File: config.mk
export PLATFORM = sky130hd
export DESIGN_NAME = rr_arb_mux_flat
export DESIGN_NICKNAME = d
export VERILOG_FILES = /design/src/rtl/rr_arb_mux_pkg.sv /design/src/rtl/rr_arb_mux_if.sv /design/src/rtl/rr_arb_mux_arbiter.sv /design/src/rtl/rr_arb_mux.sv /design/src/flat_wrapper.sv
export SDC_FILE = /design/constraint.sdc
export NUM_CORES = 1
export LEC_CHECK = 0
export BUFFER_PORTS_ARGS = -buffer_cell sky130_fd_sc_hd__buf_2
export CORE_ASPECT_RATIO = 1.5
export CORE_MARGIN = 3
export CORE_UTILIZATION = 35
export DETAILED_ROUTE_END_ITERATION = 7
export HOLD_SLACK_MARGIN = 0.15
export PLACE_DENSITY = 0.67
export RECOVER_POWER = 100
export SYNTH_ARGS = -nofsm -noshare
export SYNTH_HDL_FRONTEND = slang
export SYNTH_HIERARCHICAL = 1
export SYNTH_SLANG_ARGS = --single-unit
File: constraint.sdc
create_clock -name clk -period 3.65 [get_ports clk]
set_input_delay 0.73 -clock clk [delete_from_list [all_inputs] [get_ports clk]]
set_output_delay 0.73 -clock clk [all_outputs]
set_load 0.05 [all_outputs]
File: src/rtl/rr_arb_mux_pkg.sv
// Shared types and constants for the round-robin arbitrating mux.
package rr_arb_mux_pkg;

  typedef enum logic {
    MODE_RR    = 1'b0,
    MODE_FIXED = 1'b1
  } arb_mode_e;

  // Reset pointer sits on the last channel so channel 0 is searched first.
  function automatic int rst_ptr(input int nch);
    return nch - 1;
  endfunction

endpackage

File: src/rtl/rr_arb_mux_if.sv
// Request/response bundle between requesters, the arbitrating mux and the consumer.
interface rr_arb_mux_if #(
  parameter int WIDTH = 32,
  parameter int NCH   = 4
) ();
  localparam int SELW = $clog2(NCH);

  logic [NCH-1:0]       in_valid;
  logic [NCH*WIDTH-1:0] in_data;
  logic [NCH-1:0]       in_ready;
  logic                 force_en;
  logic [SELW-1:0]      force_sel;
  logic                 out_valid;
  logic [WIDTH-1:0]     out_data;
  logic [SELW-1:0]      out_sel;
  logic                 out_ready;

  modport slave (
    input  in_valid, in_data, force_en, force_sel, out_ready,
    output in_ready, out_valid, out_data, out_sel
  );

  modport master (
    output in_valid, in_data, force_en, force_sel, out_ready,
    input  in_ready, out_valid, out_data, out_sel
  );
endinterface

File: src/rtl/rr_arb_mux_arbiter.sv
// Combinational round-robin search starting one past ptr, wrapping modulo NCH.
module rr_arb_mux_arbiter #(
  parameter int NCH  = 4,
  parameter int SELW = $clog2(NCH)
) (
  input  logic [NCH-1:0]  req,
  input  logic [SELW-1:0] ptr,
  input  logic            en,
  output logic [NCH-1:0]  gnt,
  output logic [SELW-1:0] gnt_idx,
  output logic            any
);

  logic [SELW-1:0] idx;

  always_comb begin
    gnt     = '0;
    gnt_idx = '0;
    any     = 1'b0;
    idx     = '0;
    for (int k = 1; k <= NCH; k++) begin
      idx = SELW'((int'(ptr) + k) % NCH);
      if (en && !any && req[idx]) begin
        any      = 1'b1;
        gnt[idx] = 1'b1;
        gnt_idx  = idx;
      end
    end
  end

endmodule

File: src/rtl/rr_arb_mux.sv
// N-channel arbitrating mux: round-robin or forced select, winner registered behind valid/ready.
module rr_arb_mux
  import rr_arb_mux_pkg::*;
#(
  parameter int WIDTH = 32,
  parameter int NCH   = 4
) (
  input logic          clk,
  input logic          reset,
  rr_arb_mux_if.slave  bus
);
  localparam int SELW = $clog2(NCH);
  localparam logic [SELW-1:0] PTR_RST = SELW'(rst_ptr(NCH));

  arb_mode_e        mode;
  logic [NCH-1:0]   req_mask;
  logic [NCH-1:0]   gnt;
  logic [SELW-1:0]  gnt_idx;
  logic             any;
  logic             load;
  logic             arb_en;
  logic [WIDTH-1:0] ch_data [NCH];

  logic             out_valid_q, out_valid_d;
  logic [WIDTH-1:0] out_data_q,  out_data_d;
  logic [SELW-1:0]  out_sel_q,   out_sel_d;
  logic [SELW-1:0]  ptr_q,       ptr_d;

  assign mode   = arb_mode_e'(bus.force_en);
  assign load   = !out_valid_q || bus.out_ready;
  // Nothing is granted while reset is held, even though the register reads empty.
  assign arb_en = load && !reset;

  // force_sel values >= NCH match no channel, so they never win.
  always_comb begin
    req_mask = '0;
    if (mode == MODE_FIXED) begin
      for (int i = 0; i < NCH; i++) begin
        if (bus.force_sel == SELW'(i)) req_mask[i] = 1'b1;
      end
    end else begin
      req_mask = '1;
    end
  end

  rr_arb_mux_arbiter #(.NCH(NCH), .SELW(SELW)) u_arbiter (
    .req     (bus.in_valid & req_mask),
    .ptr     (ptr_q),
    .en      (arb_en),
    .gnt     (gnt),
    .gnt_idx (gnt_idx),
    .any     (any)
  );

  for (genvar i = 0; i < NCH; i++) begin : g_ch
    assign ch_data[i] = bus.in_data[i*WIDTH +: WIDTH];
  end

  always_comb begin
    out_valid_d = out_valid_q;
    out_data_d  = out_data_q;
    out_sel_d   = out_sel_q;
    ptr_d       = ptr_q;
    if (any) begin
      out_valid_d = 1'b1;
      out_data_d  = ch_data[gnt_idx];
      out_sel_d   = gnt_idx;
      ptr_d       = gnt_idx;
    end else if (bus.out_ready) begin
      out_valid_d = 1'b0;
    end
  end

  always_ff @(posedge clk or posedge reset) begin
    if (reset) begin
      out_valid_q <= 1'b0;
      out_data_q  <= '0;
      out_sel_q   <= '0;
      ptr_q       <= PTR_RST;
    end else begin
      out_valid_q <= out_valid_d;
      out_data_q  <= out_data_d;
      out_sel_q   <= out_sel_d;
      ptr_q       <= ptr_d;
    end
  end

  assign bus.in_ready  = gnt;
  assign bus.out_valid = out_valid_q;
  assign bus.out_data  = out_data_q;
  assign bus.out_sel   = out_sel_q;

endmodule

File: src/flat_wrapper.sv
// flat-port wrapper written by rule: the top's interface ports become plain ports
module rr_arb_mux_flat import rr_arb_mux_pkg::*;
#(
  parameter int WIDTH = 32,
  parameter int NCH   = 4
)
  (clk, reset, bus_in_valid, bus_in_data, bus_force_en, bus_force_sel, bus_out_ready, bus_in_ready, bus_out_valid, bus_out_data, bus_out_sel);
  rr_arb_mux_if #(.WIDTH(WIDTH), .NCH(NCH)) bus_i ();
  input logic clk;
  input logic reset;
  input wire logic [$bits(bus_i.in_valid)-1:0] bus_in_valid;
  input wire logic [$bits(bus_i.in_data)-1:0] bus_in_data;
  input wire logic [$bits(bus_i.force_en)-1:0] bus_force_en;
  input wire logic [$bits(bus_i.force_sel)-1:0] bus_force_sel;
  input wire logic [$bits(bus_i.out_ready)-1:0] bus_out_ready;
  output wire logic [$bits(bus_i.in_ready)-1:0] bus_in_ready;
  output wire logic [$bits(bus_i.out_valid)-1:0] bus_out_valid;
  output wire logic [$bits(bus_i.out_data)-1:0] bus_out_data;
  output wire logic [$bits(bus_i.out_sel)-1:0] bus_out_sel;
  assign bus_i.in_valid = bus_in_valid;
  assign bus_i.in_data = bus_in_data;
  assign bus_i.force_en = bus_force_en;
  assign bus_i.force_sel = bus_force_sel;
  assign bus_i.out_ready = bus_out_ready;
  assign bus_in_ready = bus_i.in_ready;
  assign bus_out_valid = bus_i.out_valid;
  assign bus_out_data = bus_i.out_data;
  assign bus_out_sel = bus_i.out_sel;
  rr_arb_mux #(.WIDTH(WIDTH), .NCH(NCH)) u_core (.clk(clk), .reset(reset), .bus(bus_i));
endmodule
==> results of run 1 <==
## power breakdown
| group | internal (uW) | leakage (uW) | switching, uW | total [uW] |
|---|---|---|---|---|
| clock | 251 | 0.0000706 | 164 | 415 |
| sequential | 608 | 0.000455 | 105 | 713 |
| combinational | 631 | 0.00124 | 1380 | 2010 |
| total | 1490 | 0.00177 | 1650 | 3140 |
## per-stage QoR
stage / cell area (um^2) / hold slack [ns] / worst slack (ns) / cells
floorplan: 2940 / 0.483 / 0.0581 / 275
global placement: 3870 / 0.476 / 0.435 / 545
detailed placement: 3870 / 0.475 / 0.300 / 545
CTS: 4010 / 0.492 / 0.233 / 553
global route: 3900 / 0.517 / 0.0507 / 553
finish: 3900 / 0.491 / 0.189 / 553
## sequential cells by signal, indices dropped and copies added, names as in the netlist
name                  count
u_core/bus.out_data      32
u_core/bus.out_sel        2
u_core/bus.out_valid      1
u_core/ptr_q              2
## how the worst min path moves through the flow
stage | from | endpoint | slack (ns)
floorplan | u_core/ptr_q[1] | u_core/ptr_q[1] | 0.48
global placement | u_core/bus.out_data[16] | u_core/bus.out_data[16] | 0.48
detailed placement | u_core/bus.out_data[14] | u_core/bus.out_data[14] | 0.47
CTS | u_core/bus.out_data[14] | u_core/bus.out_data[14] | 0.49
global route | u_core/bus.out_data[1] | u_core/bus.out_data[1] | 0.52
finish | u_core/bus.out_data[16] | u_core/bus.out_data[16] | 0.49
## routing by layer
| metal | wire length (um) | up-vias | global-route usage |
|---|---|---|---|
| li1 | - | 1364 | - |
| met4 | 147 | 0 | 0.0655 |
| met5 | 0 | - | 0 |
| met1 | 3280 | 1354 | 0.195 |
| met3 | 430 | 13 | 0.0290 |
| met2 | 4830 | 97 | 0.346 |
## layout by cell type, fill, tap and decap left out, types with 2 or more instances in the layout
| master | netlist | final |
|---|---|---|
| o21ai_0 | 7 | 7 |
| o22ai_1 | 2 | 2 |
| o221ai_1 | 25 | 32 |
| mux4_2 | 3 | 3 |
| buf_2 | 8 | 137 |
| clkbuf_2 | 0 | 3 |
| clkbuf_16 | 0 | 5 |
| nand2_1 | 18 | 18 |
| o21a_1 | 4 | 4 |
| o2bb2ai_1 | 4 | 4 |
| nor3b_1 | 2 | 2 |
| dfrtp_1 | 35 | 35 |
| a21boi_0 | 3 | 3 |
| nand2b_1 | 35 | 35 |
| mux2i_1 | 72 | 72 |
| buf_4 | 0 | 5 |
| inv_1 | 12 | 12 |
| clkbuf_1 | 3 | 39 |
| ha_1 | 8 | 8 |
| clkinv_2 | 0 | 2 |
| a22oi_1 | 2 | 2 |
| buf_12 | 5 | 2 |
## cell families after synthesis
kind of cell | after synthesis | share of synthesized area
mux | 78 | 0.283
simple gates | 60 | 0.114
compound gates | 59 | 0.172
flops | 37 | 0.315
buf+inv | 33 | 0.0821
fa+ha+maj | 8 | 0.0340
## tightest hold or removal path: cells and delay by family (launching register included)
| family | cells | cell delay [ns] |
|---|---|---|
| compound gates | 1 | 0.06 |
| flops | 1 | 0.34 |
| simple gates | 1 | 0.06 |
## final cells by class
type | count | area (um^2)
fill | 850 | 4200
multi-input combinational | 205 | 1740
sequential | 37 | 928
timing repair buffer | 185 | 921
tap | 105 | 131
clock buffer | 6 | 129
inverter | 13 | 48.8
clock inverter | 2 | 10.0
==> results.tsv, run 1 <==
metric	value	unit
status	finished clean	
crit_path_cell_trace	inv_1 -> ha_1 -> mux2_1 -> nor3b_1 -> o21ai_1 -> o2bb2ai_1 -> clkbuf_2	
worstSetupPathType	register to output port	
num_vias	2828	
drive_gt1_frac	0.364	
die_h	118	um
critPathLaunchType	register	
first_pass_iters	4	
crit_buf_inv	2	
timing.rr.end	u_core/bus.out_data[28]	
clk_pin_slew	0.06	ns
grt_overflow	0	
yosysTopAreaCell	dfrtp_1	
synthFlopType	dfrtp_1	
cts-root-buf	clkbuf_16	
cts_resized	0	
required	2.92	ns
synthArstFlopShare	1.00	
power.leakage	0.00177	uW
ys_ff_latch	37	
maxCapViolations	0	
hold-path-cell-count	2	
cts-buffers-inserted	5	
num-nets-final	593	
synth.top_cell.area_share	0.298	
setup_viol	0	
synthesis.nets	421	
netlist_area	0.00294	mm^2
dpl.hpwl	6.70	mm
worstReg2RegStart	u_core/ptr_q[1]	
yosys-top-cells-count	mux2i_1, dfrtp_1, nand2b_1	
grt_pass1_wl	13.9	mm
n_antenna_cell	0	
die_area	0.00957	mm^2
place.gp.congestion	0.935	
h-tree-depth	2	
drc_errors	0	
die_w	80.9	um
synth_cells	275	
slew_violations	0	
synth.most_common_cell	mux2i_1	
antenna_found_initial	0	
routedWlPerCell	15.7	um
coreArea	0.00811	mm^2
endpoint	bus_in_ready[0]	
synth.top_cells.by_area	dfrtp_1, mux2i_1, nand2b_1	
clkLatencyLatePin	0.28	ns
seq_area_frac_synth	0.315	
critPathTopFamily	flip-flops	
drtIter0Drc	136	
io_buffer_count	176	
synth_edf_count	0	
setup_tns	0	ns
ys_types	34	
grt_max_degree	39	
yosys_warnings	6	
skew	0.00721	ns
clock_sinks	37	
cts_tree	yes	
end_kind	output port	
slowest_delay	0.53	ns
postCtsSetupBuffers	0	
cpMaxStageDelayCell	dfstp_1	
crit_path_start	u_core/ptr_q[1]	
max_freq	289	MHz
io_pins	177	
finalCriticalPeriod	3.46	ns
rsz0062_at_grt	no	
ant_nets	0	
min_path_type	register to register	
path_depth	7	
syn2layout_area_growth	32.7	%
drt_wl_total	8.68	mm
ir_drop	0.000324	V
rrSetupSlack	0.52	ns
initial_core_util	0.363	
cp_max_fo	6	
worst_pin_slew	0.906	ns
p_per_area	804	mW/mm^2
critPathArrivalTime	2.73	ns
grt_pass1_vias	3047	
reg2reg_depth	8	
final_util	0.481	
holdBufCountCts	0	
syn_avg_cell_area	10.7	um^2
finalHoldViolCount	0	
clk_path_buf_depth	2	
row_count	40	
slew_headroom	0.395	
p_total	3140	uW
routed_via_density	5.11	
gr-usage-all-layers	0.183	
period_share	0.948	
(Power assumes the default switching activity.)
==> run 2: changes to the inputs <==
--- a/config.mk
+++ b/config.mk
@@ -5,14 +5,15 @@
 export SDC_FILE = /design/constraint.sdc
 export NUM_CORES = 1
 export LEC_CHECK = 0
+export ABC_AREA = 1
 export BUFFER_PORTS_ARGS = -buffer_cell sky130_fd_sc_hd__buf_2
 export CORE_ASPECT_RATIO = 1.5
 export CORE_MARGIN = 3
 export CORE_UTILIZATION = 35
 export DETAILED_ROUTE_END_ITERATION = 7
+export GPL_TIMING_DRIVEN = 0
 export HOLD_SLACK_MARGIN = 0.15
-export PLACE_DENSITY = 0.67
-export RECOVER_POWER = 100
+export RECOVER_POWER = 50
 export SYNTH_ARGS = -nofsm -noshare
 export SYNTH_HDL_FRONTEND = slang
 export SYNTH_HIERARCHICAL = 1
==> results.tsv, run 2 <==
metric	value	unit
multi_input_area	0.00190	mm^2
yosysTopAreaCell	nand2_1	
clk_pin_slew	0.06	ns
layout_setup_ws	0.322	ns
synthesis.nets	779	
finalHoldViolCount	0	
synthFlopType	dfrtp_1	
num-nets-final	962	
endpoint	bus_in_ready[0]	
skew	0.00426	ns
num_vias	4257	
syn_avg_cell_area	5.60	um^2
grt_overflow	0	
yosys-top-cells-count	nand2_1, inv_1, nand3_1	
cts_tree	yes	
regArea	928	um^2
grt_pass1_wl	19.4	mm
end_kind	output port	
row_count	44	
met3_usage	0.0350	
worstReg2RegStart	u_core/ptr_q[1]	
slew_headroom	0.0298	
largest_reg_flops	32	
setup_tns	0	ns
timing.rr.end	u_core/bus.out_data[23]	
coreArea	0.00980	mm^2
drt_wl_total	11.9	mm
gr-usage-all-layers	0.214	
critPathTopFamily	buffers and inverters	
max_freq	301	MHz
netlist_area	0.00355	mm^2
fin_cells	932	
syn2layout_area_growth	32.1	%
critPathArrivalTime	2.60	ns
slowest_delay	0.62	ns
crit_path_start	u_core/ptr_q[1]	
grt_use_met1	0.249	
die_area	0.0114	mm^2
grt_max_degree	38	
synth.top_cell.area_share	0.318	
status	finished clean	
n_antenna_cell	0	
ys_ff_latch	37	
min_path_type	register to register	
h-tree-depth	2	
path_depth	10	
period_share	0.912	
place_ws	0.599	ns
synth_edf_count	0	
layout_commonest_cell	nand2_1	
use_met2	0.394	
rsz0062_at_grt	no	
dp.cells	924	
cp_max_fo	8	
crit_path_cell_trace	inv_1 -> ha_1 -> inv_1 -> nand3_2 -> nand3_2 -> o21ai_1 -> inv_2 -> nand4_1 -> nand2_1 -> buf_2	
worstSetupPathType	register to output port	
ys_types	24	
p_per_area	1060	mW/mm^2
required	2.92	ns
routed_via_density	4.57	
cts_resized	0	
clock_sinks	37	
critPathLaunchType	register	
rrSetupSlack	0.64	ns
synth_cells	633	
slew_violations	0	
top_usage_layer	met2	
ir_drop	0.000489	V
clkLatencyLatePin	0.28	ns
grt_pass1_vias	4253	
cts-root-buf	clkbuf_16	
yosys_warnings	6	
drc_errors	0	
reg2reg_depth	16	
nFillCells	1085	
drive_gt1_frac	0.263	
synth.top_cells.by_area	nand2_1, dfrtp_1, inv_1	
drtIter0Drc	181	
die_w	88.2	um
synthArstFlopShare	1.00	
die_h	129	um
holdBufCountCts	0	
crit_buf_inv	4	
first_pass_iters	5	
place.gp.congestion	0.905	
initial_core_util	0.362	
worst_pin_slew	1.45	ns
setup_viol	0	
io_buffer_count	176	
synth.most_common_cell	nand2_1	
power.leakage	0.00315	uW
routedWlPerCell	12.8	um
holdWs	0.476	ns
maxCapViolations	0	
antenna_found_initial	0	
cpMaxStageDelayCell	dfstp_2	
final_cell_mix	nand2_1, buf_2, inv_1	
dpl.hpwl	9.82	mm
cts-buffers-inserted	5	
postCtsSetupBuffers	0	
finalCriticalPeriod	3.33	ns
seq_area_frac_synth	0.262	
clk_path_buf_depth	2	
ant_nets	0	
io_pins	177	
final_util	0.478	
[run 2: cell count changes in the layout (fill, tap and decap cells not counted), moves of 32 or more]
cell	previous run	this run
nand2_1	18	300
inv_1	12	139
mux2i_1	72	0
nand3_1	1	68
buf_2	137	175
nand2b_1	35	0
o221ai_1	32	0
[run 2: worst min path at each step]
stage	from	to	slack (ns)	cells after the start
final	u_core/bus.out_data[16]	u_core/bus.out_data[16]	0.48	2
after global routing	u_core/bus.out_data[21]	u_core/bus.out_data[21]	0.50	2
after CTS	u_core/bus.out_data[16]	u_core/bus.out_data[16]	0.48	2
after detailed placement	u_core/bus.out_data[18]	u_core/bus.out_data[18]	0.46	2
after global placement	u_core/bus.out_data[25]	u_core/bus.out_data[25]	0.46	2
after floorplan	u_core/ptr_q[1]	u_core/ptr_q[1]	0.49	2
[run 2: metrics by stage]
| stage | power [uW] | area (um^2) |
|---|---|---|
| 3_3_place_gp | 4520 | 4570 |
| 2_1_floorplan | 3620 | 3550 |
| 4_1_cts | 5010 | 4710 |
| 3_5_place_dp | 4570 | 4570 |
| 6_report | 4940 | 4690 |
| 5_1_grt | 5420 | 4690 |
[run 2: worst min-delay path: stages (launching register included)]
cell and delay [ns]:
dfrtp_1 0.34, nand2_1 0.05, nand2_1 0.05
[run 2: cells by family after synthesis]
family	share of synthesized area
flip-flops	0.262
AO/OA/AOI/OAI	0.0155
adder cells (fa/ha/maj)	0.0282
AND/OR/NAND/NOR	0.492
buffers and inverters	0.202
[run 2: cell type report]
cell class,instances,area share
Sequential cell,37,0.198
Inverter,147,0.118
Timing Repair Buffer,176,0.183
Tap cell,115,0.0307
Clock buffer,6,0.0275
Multi-Input combinational cell,422,0.406
Clock inverter,2,0.00214
Buffer,27,0.0352
[run 2: layer usage]
metal / up-vias / share of wire
met1: 1870 / 0.38
li1: 2216 / -
met5: - / 0
met2: 155 / 0.54
met4: 0 / 0.020
met3: 16 / 0.065
[run 2: power breakdown]
| part | internal, uW | switching, uW | total, uW | leakage (uW) |
|---|---|---|---|---|
| Combinational | 1050 | 2670 | 3720 | 0.00263 |
| Clock | 251 | 171 | 422 | 0.0000706 |
| Sequential | 653 | 147 | 799 | 0.000448 |
